===== config.mk =====
export PLATFORM = sky130hd
export DESIGN_NAME = sram_fifo_ctrl_flat
export DESIGN_NICKNAME = d
export VERILOG_FILES = /design/src/rtl/sram_fifo_ctrl_pkg.sv /design/src/rtl/sram_fifo_ctrl_if.sv /design/src/rtl/sram_fifo_ctrl_obuf.sv /design/src/rtl/sram_fifo_ctrl.sv /design/src/flat_wrapper.sv
export SDC_FILE = /design/constraint.sdc
export NUM_CORES = 1
export LEC_CHECK = 0
export ABC_AREA = 1
export BUFFER_PORTS_ARGS = -buffer_cell sky130_fd_sc_hd__buf_2
export CAP_MARGIN = 20
export CELL_PAD_IN_SITES_DETAIL_PLACEMENT = 0
export CELL_PAD_IN_SITES_GLOBAL_PLACEMENT = 1
export CORE_ASPECT_RATIO = 0.75
export CORE_UTILIZATION = 36
export DETAILED_ROUTE_END_ITERATION = 10
export PLACE_DENSITY_LB_ADDON = 0.1
export SETUP_SLACK_MARGIN = 0.2
export SYNTH_ARGS = -nofsm -noshare
export SYNTH_HDL_FRONTEND = slang
export SYNTH_SLANG_ARGS = --single-unit

===== constraint.sdc =====
create_clock -name clock -period 10.65 [get_ports clock]
set_clock_uncertainty 0.2 [all_clocks]
set_input_delay 1.5975 -clock clock [delete_from_list [all_inputs] [get_ports clock]]
set_output_delay 1.5975 -clock clock [all_outputs]
set_load 0.03 [all_outputs]

===== src/rtl/sram_fifo_ctrl_pkg.sv =====
// Shared constants and types for the SRAM-backed FIFO controller.
package sram_fifo_pkg;
    localparam int DATA_W = 128;
    localparam int DEPTH  = 16;
    localparam int ADDR_W = 4;
    localparam int CNT_W  = 5;
    // SRAM words plus the two output-buffer slots.
    localparam int CAP    = DEPTH + 2;

    typedef logic [ADDR_W:0]   ptr_t;
    typedef logic [DATA_W-1:0] data_t;
    typedef logic [CNT_W-1:0]  cnt_t;
endpackage


===== src/rtl/sram_fifo_ctrl_if.sv =====
// Producer/consumer handshake plus macro-side pins of the FIFO controller.
interface sram_fifo_ctrl_if;
    import sram_fifo_pkg::*;

    logic                flush;
    logic                enq_valid;
    logic                enq_ready;
    data_t               enq_bits;
    logic                deq_valid;
    logic                deq_ready;
    data_t               deq_bits;
    logic [CNT_W-1:0]    count;
    logic                sram_web;
    logic [ADDR_W-1:0]   sram_aa;
    data_t               sram_d;
    logic                sram_reb;
    logic [ADDR_W-1:0]   sram_ab;
    data_t               sram_q;

    modport slave (
        input  flush, enq_valid, enq_bits, deq_ready, sram_q,
        output enq_ready, deq_valid, deq_bits, count,
               sram_web, sram_aa, sram_d, sram_reb, sram_ab
    );

    modport master (
        output flush, enq_valid, enq_bits, deq_ready, sram_q,
        input  enq_ready, deq_valid, deq_bits, count,
               sram_web, sram_aa, sram_d, sram_reb, sram_ab
    );
endinterface


===== src/rtl/sram_fifo_ctrl_obuf.sv =====
// Two-entry in-order output buffer that absorbs the macro's read latency.
module sram_fifo_obuf
    import sram_fifo_pkg::*;
(
    input  logic       clock,
    input  logic       reset,
    input  logic       flush_i,
    input  logic       push_i,
    input  logic       pop_i,
    input  data_t      din_i,
    output data_t      dout_o,
    output logic [1:0] cnt_o
);
    data_t      e0_q, e0_d, e1_q, e1_d;
    logic [1:0] cnt_q, cnt_d;

    always_comb begin
        e0_d  = e0_q;
        e1_d  = e1_q;
        cnt_d = cnt_q;
        if (flush_i) begin
            e0_d  = '0;
            e1_d  = '0;
            cnt_d = '0;
        end else begin
            unique case ({push_i, pop_i})
                2'b10: begin
                    if (cnt_q == 2'd0) e0_d = din_i;
                    else               e1_d = din_i;
                    cnt_d = cnt_q + 2'd1;
                end
                2'b01: begin
                    e0_d  = e1_q;
                    cnt_d = cnt_q - 2'd1;
                end
                // Pop and push together: count holds, new word lands behind the survivor.
                2'b11: begin
                    if (cnt_q == 2'd1) begin
                        e0_d = din_i;
                    end else begin
                        e0_d = e1_q;
                        e1_d = din_i;
                    end
                end
                default: ;
            endcase
        end
    end

    always_ff @(posedge clock or posedge reset) begin
        if (reset) begin
            e0_q  <= '0;
            e1_q  <= '0;
            cnt_q <= '0;
        end else begin
            e0_q  <= e0_d;
            e1_q  <= e1_d;
            cnt_q <= cnt_d;
        end
    end

    assign dout_o = e0_q;
    assign cnt_o  = cnt_q;
endmodule


===== src/rtl/sram_fifo_ctrl.sv =====
// Valid/ready FIFO controller for an external two-port SRAM macro with 1-cycle read latency.
// Optional high-water-mark output enabled by defining SRAM_FIFO_HWM_EN.
module sram_fifo_ctrl
    import sram_fifo_pkg::*;
(
    input  logic             clock,
    input  logic             reset,
`ifdef SRAM_FIFO_HWM_EN
    output logic [CNT_W-1:0] hwm,
`endif
    sram_fifo_ctrl_if.slave  bus
);
    ptr_t              wr_ptr_q, wr_ptr_d;
    ptr_t              rd_ptr_q, rd_ptr_d;
    ptr_t              sram_cnt_q, sram_cnt_d;
    cnt_t              count_q, count_d;
    logic              rd_pend_q, rd_pend_d;
    logic [ADDR_W-1:0] ab_q, ab_d;
    logic [1:0]        ob_cnt;
    logic [1:0]        occ;
    data_t             ob_dout;
    logic              enq_fire, deq_fire, rd_issue;

    assign bus.enq_ready = (count_q < cnt_t'(CAP)) && !bus.flush;
    assign bus.deq_valid = (ob_cnt != 2'd0);
    assign bus.deq_bits  = ob_dout;
    assign bus.count     = count_q;

    assign enq_fire = bus.enq_valid && bus.enq_ready;
    assign deq_fire = bus.deq_valid && bus.deq_ready;

    // Slots already claimed downstream of the macro; a read may only go out if one will be free.
    assign occ      = ob_cnt + {1'b0, rd_pend_q};
    assign rd_issue = !bus.flush && (sram_cnt_q != '0) &&
                      ((occ < 2'd2) || ((occ == 2'd2) && deq_fire));

    assign bus.sram_web = !enq_fire;
    assign bus.sram_aa  = wr_ptr_q[ADDR_W-1:0];
    assign bus.sram_d   = bus.enq_bits;
    assign bus.sram_reb = !rd_issue;
    assign bus.sram_ab  = rd_issue ? rd_ptr_q[ADDR_W-1:0] : ab_q;

    always_comb begin
        wr_ptr_d   = wr_ptr_q;
        rd_ptr_d   = rd_ptr_q;
        sram_cnt_d = sram_cnt_q;
        count_d    = count_q;
        rd_pend_d  = rd_pend_q;
        ab_d       = ab_q;
        if (bus.flush) begin
            wr_ptr_d   = '0;
            rd_ptr_d   = '0;
            sram_cnt_d = '0;
            count_d    = '0;
            rd_pend_d  = 1'b0;
        end else begin
            if (enq_fire) wr_ptr_d = wr_ptr_q + ptr_t'(1);
            if (rd_issue) begin
                rd_ptr_d = rd_ptr_q + ptr_t'(1);
                ab_d     = rd_ptr_q[ADDR_W-1:0];
            end
            sram_cnt_d = sram_cnt_q + ptr_t'(enq_fire) - ptr_t'(rd_issue);
            count_d    = count_q + cnt_t'(enq_fire) - cnt_t'(deq_fire);
            rd_pend_d  = rd_issue;
        end
    end

    always_ff @(posedge clock or posedge reset) begin
        if (reset) begin
            wr_ptr_q   <= '0;
            rd_ptr_q   <= '0;
            sram_cnt_q <= '0;
            count_q    <= '0;
            rd_pend_q  <= 1'b0;
            ab_q       <= '0;
        end else begin
            wr_ptr_q   <= wr_ptr_d;
            rd_ptr_q   <= rd_ptr_d;
            sram_cnt_q <= sram_cnt_d;
            count_q    <= count_d;
            rd_pend_q  <= rd_pend_d;
            ab_q       <= ab_d;
        end
    end

    // Macro data is only meaningful the cycle after a read was issued.
    sram_fifo_obuf u_obuf (
        .clock   (clock),
        .reset   (reset),
        .flush_i (bus.flush),
        .push_i  (rd_pend_q && !bus.flush),
        .pop_i   (deq_fire && !bus.flush),
        .din_i   (bus.sram_q),
        .dout_o  (ob_dout),
        .cnt_o   (ob_cnt)
    );

`ifdef SRAM_FIFO_HWM_EN
    cnt_t hwm_q;
    always_ff @(posedge clock or posedge reset) begin
        if (reset)                hwm_q <= '0;
        else if (count_q > hwm_q) hwm_q <= count_q;
    end
    assign hwm = hwm_q;
`endif

    a_ptr_consistent: assert property (@(posedge clock) disable iff (reset)
        ptr_t'(wr_ptr_q - rd_ptr_q) == sram_cnt_q);
endmodule


===== src/flat_wrapper.sv =====
// flat-port wrapper written by rule: the top's interface ports become plain ports
module sram_fifo_ctrl_flat import sram_fifo_pkg::*;
  (clock, reset, bus_flush, bus_enq_valid, bus_enq_bits, bus_deq_ready, bus_sram_q, bus_enq_ready, bus_deq_valid, bus_deq_bits, bus_count, bus_sram_web, bus_sram_aa, bus_sram_d, bus_sram_reb, bus_sram_ab);
  sram_fifo_ctrl_if bus_i ();
  input  logic clock;
  input  logic reset;
  input wire logic [$bits(bus_i.flush)-1:0] bus_flush;
  input wire logic [$bits(bus_i.enq_valid)-1:0] bus_enq_valid;
  input wire logic [$bits(bus_i.enq_bits)-1:0] bus_enq_bits;
  input wire logic [$bits(bus_i.deq_ready)-1:0] bus_deq_ready;
  input wire logic [$bits(bus_i.sram_q)-1:0] bus_sram_q;
  output wire logic [$bits(bus_i.enq_ready)-1:0] bus_enq_ready;
  output wire logic [$bits(bus_i.deq_valid)-1:0] bus_deq_valid;
  output wire logic [$bits(bus_i.deq_bits)-1:0] bus_deq_bits;
  output wire logic [$bits(bus_i.count)-1:0] bus_count;
  output wire logic [$bits(bus_i.sram_web)-1:0] bus_sram_web;
  output wire logic [$bits(bus_i.sram_aa)-1:0] bus_sram_aa;
  output wire logic [$bits(bus_i.sram_d)-1:0] bus_sram_d;
  output wire logic [$bits(bus_i.sram_reb)-1:0] bus_sram_reb;
  output wire logic [$bits(bus_i.sram_ab)-1:0] bus_sram_ab;
  assign bus_i.flush = bus_flush;
  assign bus_i.enq_valid = bus_enq_valid;
  assign bus_i.enq_bits = bus_enq_bits;
  assign bus_i.deq_ready = bus_deq_ready;
  assign bus_i.sram_q = bus_sram_q;
  assign bus_enq_ready = bus_i.enq_ready;
  assign bus_deq_valid = bus_i.deq_valid;
  assign bus_deq_bits = bus_i.deq_bits;
  assign bus_count = bus_i.count;
  assign bus_sram_web = bus_i.sram_web;
  assign bus_sram_aa = bus_i.sram_aa;
  assign bus_sram_d = bus_i.sram_d;
  assign bus_sram_reb = bus_i.sram_reb;
  assign bus_sram_ab = bus_i.sram_ab;
  sram_fifo_ctrl u_core (.clock(clock), .reset(reset), .bus(bus_i));
endmodule

* Word level (Yosys, flattened, before mapping)
Index checks and enable logic that the tools add are counted.
Cells by class: add/sub/neg operators 9, magnitude comparators 2, equal/unequal tests 8, mux-type cells 18, reduce and logical (&&, ||, !) cells 22
Operators with widths (count):
- 2-to-1 mux 128 bit | 6
- case mux 128 bit (3 select lines) | 1
- case mux 128 bit (2 select lines) | 1
- 2-to-1 mux 5 bit | 6
- adder 5 x 1 -> 5 bit | 2
- adder 5 x 1 -> 5 bit (second input constant) | 2
- subtractor 5 x 1 -> 5 bit | 2
- != test 3 bit (second input constant) | 3
- logical AND 1 bit | 8
- equality test 2 bit (second input constant) | 3
- nonzero test 2 bit | 3
- nonzero test 3 bit | 2
- less-than comparator 5 bit (second input constant) | 1
- nonzero test 5 bit | 1
- equality test 2 x 1 -> 1 bit (second input constant) | 2
- 2-to-1 mux 4 bit | 1
- case mux 2 bit (2 select lines) | 1
- nonzero test 4 bit | 1
- zero test 1 bit | 3
- AND reduction 3 bit | 1
- adder 2 x 1 -> 2 bit | 1
- adder 2 x 1 -> 2 bit (second input constant) | 1
- zero test 2 bit | 1
- less-than comparator 2 bit (second input constant) | 1
- other kinds (5) | 5
Storage, ports and cells: bits in registers 283, input bits 261, output and inout bits 273, logic and storage cells 68

* Longest topological paths before layout
depth in word-level cells 7, gate-level depth with buffers 17, mapped depth without buffers 17

* By module
Synthesis repeated with hierarchy kept, for this count alone.
Unflattened totals: cell total of the unflattened synthesis 2164, area total of the unflattened synthesis 15856.5 um^2
Modules (own cells, without submodules):
- sram_fifo_obuf | instances 1, cells each 1853, area each 13317.8 um^2
- sram_fifo_ctrl | instances 1, cells each 311, area each 2538.7 um^2

* Worst setup path after synthesis
No wires, ideal clock.
path kind input port to output port, start input port bus_flush, end output port bus_sram_ab[0], arrival time 3000 ps, required time 8852 ps, slack 5853 ps, stages on the path 5, cells stage by stage buf_4 a21oi_2 nand2_1 buf_2 o21ai_0
Between the ends: cells in the longest elaborated chain, start to end 4
RTL lines:
- start: declaration | RTL line flat_wrapper.sv:7 | input wire logic [$bits(bus_i.flush)-1:0] bus_flush;
- zero test 1 bit | RTL line sram_fifo_ctrl.sv:34 | assign rd_issue = !bus.flush && (sram_cnt_q != '0) &&
- logical AND 1 bit (2 in a row) | RTL line sram_fifo_ctrl.sv:34
- 2-to-1 mux 4 bit
- end: declaration | RTL line flat_wrapper.sv:20 | output wire logic [$bits(bus_i.sram_ab)-1:0] bus_sram_ab;
Every way passes these cells.

* Final worst setup path
start input port bus_flush, end register u_core.u_obuf.e0_q[45], in the netlist u_core.u_obuf.dout_o[45]
Between the ends: cells in the longest elaborated chain, start to end 5, elaborated cells between the ends (all ways) 11
RTL lines:
- zero test 1 bit | RTL line sram_fifo_ctrl.sv:91, sram_fifo_ctrl.sv:92
- logical AND 1 bit, on equally long branches | RTL line sram_fifo_ctrl.sv:92, sram_fifo_ctrl.sv:91
- equality test 2 bit / equality test 2 x 1 -> 1 bit (equally long branches) | RTL line sram_fifo_ctrl_obuf.sv:26 | unique case ({push_i, pop_i})
- case mux 128 bit (3 select lines), or another cell as far along | RTL line sram_fifo_ctrl_obuf.sv:26
- 2-to-1 mux 128 bit / AND reduction 2 bit (equally long branches)
- end signal: assignment | RTL line sram_fifo_ctrl_obuf.sv:52 | e0_q <= '0;
- end signal: assignment | RTL line sram_fifo_ctrl_obuf.sv:56 | e0_q <= e0_d;
- end: declaration | RTL line sram_fifo_ctrl_obuf.sv:14 | data_t e0_q, e0_d, e1_q, e1_d;
Parallel ways exist; a longest one is shown, timed or not. A chain may end at the register's enable or synchronous reset.

==> metrics.txt <==
status=finished clean; most frequent CP cell=buf_4; fin crit period=5.79 ns; Clock Sinks=around 280; DR pass1 iterations=5; Slew @ Worst Pin=roughly 1.1 ns; Lkg Pwr=10.4 nW; Clk network pwr share=29.5%; syn_nets=approximately 2.4k; largest net degree at the start of global routing=between 100 and 150; cts hold-fix bufs=0; PwrDens=230 nW/um2; die extent in x=241 um; pins over their slew limit=0; DRC Markers=0; multi-input logic area=roughly 6000 um2; post-CTS sizing=0; crit path max fanout=124; register cell area after layout=approximately 7000 um2; Yosys reg bits=281; DR iter-0 viols=945; required time of the critical path=10.90 ns; post-route clock period utilization=54.3%; # setup viols final=0; max-cap viol count=0; initial antenna violation count=4; post-synthesis cell count=about 2.1k; pre-CTS setup slack=4.28 ns; Critical Path, Cell by Cell=buf_4 > buf_4 > inv_8 > nand2_1 > inv_1 > ha_1 > inv_2 > o22ai_4 > nor2_4 > buf_4 > buf_4 > nand2_1 > nand2_1; most frequent cells in the layout=nand2_1 (800), nand3_1 (408), dfrtp_1 (281), buf_2 (276), inv_1 (167); Fillers=4,422; final hold violations=0; Max transition margin=approximately 29%; Area Overhead vs Synth=11.3%; most common cell after layout, fill and taps aside=nand2_1; clock latency on the worst-skew pair=around 0.53 ns; Comb pwr share=33.7%; Overflow after GRT=0; Seq/Total Area, Yosys=45.4%; Total Routing Usage GR=22.1%; endpoint class of the critical path=register; slowest CP cell=buf_4; share of cells above drive strength 1=16.3%; Final TNS setup=0 ns; cell total after placement=2,727; first-pass GRT wire length=76.3 mm; CTS tree=built; CTS clock-pin slew for the worst setup and hold paths=0.06 ns; synthesized area=roughly 15,000 um2; internal power=2.34 mW; Data arrival, critical path=6.04 ns; worst setup margin=between 4 and 5 ns; worst hold-check path type=register to register; Cell variety after synth=24; fin cells=2,791; P_sw=1.62 mW; RePlAce Congestion=0.765; num rows=65; CP startpoint kind=input pin; WS Path Type=input pin to register; sw frac=41.0%; die area=43,800 um2; Starting Density=roughly 37%; routed len/inst=approximately 17 um; CTS Buffer Depth=3; post-CTS setup buffers=0; Routed WL=48.7 mm; vias per cell=4.81; Clk Tree Root Cell=clkbuf_16; die height=182 um; vias in the first global route=13.1k; Num CTS Buffers=34; core footprint=~42,000 um2; CP max stage delay=0.68 ns; I/O Buffers=277; WHS=0.272 ns; remaining antenna violation count=0; Post-DP HPWL=28.3 mm; Synthesis Warnings=0; H-tree depth=2; sequential power share=36.8%; RSZ-0062 raised after global routing=false; syn avg cell area=roughly 7.3 um2; # IOs=534; worst IR drop on VDD=115 uV; via count=13.4k; Max Clock Freq=0.173 GHz; Nets=about 2.5k
[critical path: cells and delay by family]
kind | cells | cell delay (ns)
compound gates | 1 | 0.09
simple gates | 4 | 1.14
buf+inv | 7 | 2.77
fa+ha+maj | 1 | 0.22
[synthesized netlist by cell type]
master,instances,share of area [%]
xor2_1,3,0.17
ha_1,22,1.8
inv_2,3,0.073
buf_4,140,6.8
nand2_1,803,19
clkbuf_1,13,0.32
nand2_2,1,0.040
o21ai_0,12,0.39
dfrtp_1,281,45
fa_1,2,0.26
buf_2,115,3.7
nor2_4,1,0.073
a21oi_1,9,0.29
nand3_1,408,13
inv_1,168,4.1
nor2_1,140,3.4
o211ai_2,1,0.081
xnor2_1,1,0.057
a21oi_2,1,0.057
nand3b_1,1,0.049
o22ai_1,1,0.040
buf_1,4,0.097
nand4_1,3,0.12
and2_0,1,0.040
[final timing paths]
kind / start / endpoint / slack (ns) / depth (start not counted)
worst min register to register: u_core.ab_q[1]$_DFFE_PP0N_ / u_core.ab_q[1]$_DFFE_PP0N_ / 0.27 / 2
worst min-delay path: u_core.ab_q[1]$_DFFE_PP0N_ / u_core.ab_q[1]$_DFFE_PP0N_ / 0.27 / 2
worst max register to register: u_core.u_obuf.cnt_o[0]$_DFFE_PP0P_ / u_core.u_obuf.dout_o[45]$_DFFE_PP0P_ / 6.07 / 14
worst max-delay path: bus_flush / u_core.u_obuf.dout_o[45]$_DFFE_PP0P_ / 4.86 / 13
min in group asynchronous: reset / u_core.u_obuf.dout_o[41]$_DFFE_PP0P_ / 1.02 / 2
max in group asynchronous: reset / u_core.u_obuf.e1_q[102]$_DFFE_PP0P_ / 6.88 / 4
[sequential cells by signal (all words and copies together), names as in the netlist]
signal / count
u_core.u_obuf.cnt_o: 2
u_core.rd_ptr_q: 4
u_core.sram_cnt_q: 5
u_core.u_obuf.dout_o: 128
u_core.u_obuf.e1_q: 128
u_core.rd_pend_q: 1
u_core.bus.count: 5
u_core.ab_q: 4
u_core.wr_ptr_q: 4
[cell families (layout without fill, tap and decap cells)]
family,after synthesis,after routing,synth area share (%)
AND/OR/NAND/NOR,1358,1358,36.4
buffers and inverters,443,527,15.1
flip-flops,281,281,45.4
adder cells (fa/ha/maj),24,24,2.04
AO/OA/AOI/OAI,24,24,0.857
XOR/XNOR,4,4,0.226
other,0,4,0
[power by group through the flow]
stage          Clock (mW)  Combinational (mW)  Sequential, mW
6_report             1.17                1.33            1.46
5_1_grt              1.25                1.49            1.49
3_5_place_dp            0                1.35            1.47
2_1_floorplan           0               0.824            1.66
4_1_cts              1.21                1.36            1.46
3_3_place_gp            0                1.34            1.47
[area by class of cell]
| cell class | count | share of cell area, % |
|---|---|---|
| multi-input combinational | 1410 | 35.8 |
| clock inverter | 8 | 0.269 |
| clock buffer | 52 | 6.17 |
| antenna | 4 | 0.0581 |
| tap | 569 | 4.13 |
| timing repair buffer | 296 | 8.96 |
| inverter | 171 | 3.81 |
| sequential | 281 | 40.8 |
[metrics by stage]
step / total power [mW] / instance area (um2) / utilization [%]
after floorplan: 2.49 / 15500 / -
after global placement: 2.81 / 16100 / 38.1
after detailed placement: 2.83 / 16100 / 38.2
after CTS: 4.03 / 17200 / 40.8
after global routing: 4.23 / 17200 / 40.8
final: 3.96 / 17200 / 40.8
[metal layers]
| layer | global-route usage, % | wire, um |
|---|---|---|
| met5 | 0 | 0 |
| met4 | 6.28 | 1010 |
| met3 | 5.11 | 3110 |
| met2 | 32.7 | 21500 |
| met1 | 32.1 | 23100 |
(Power assumes the default switching activity.)
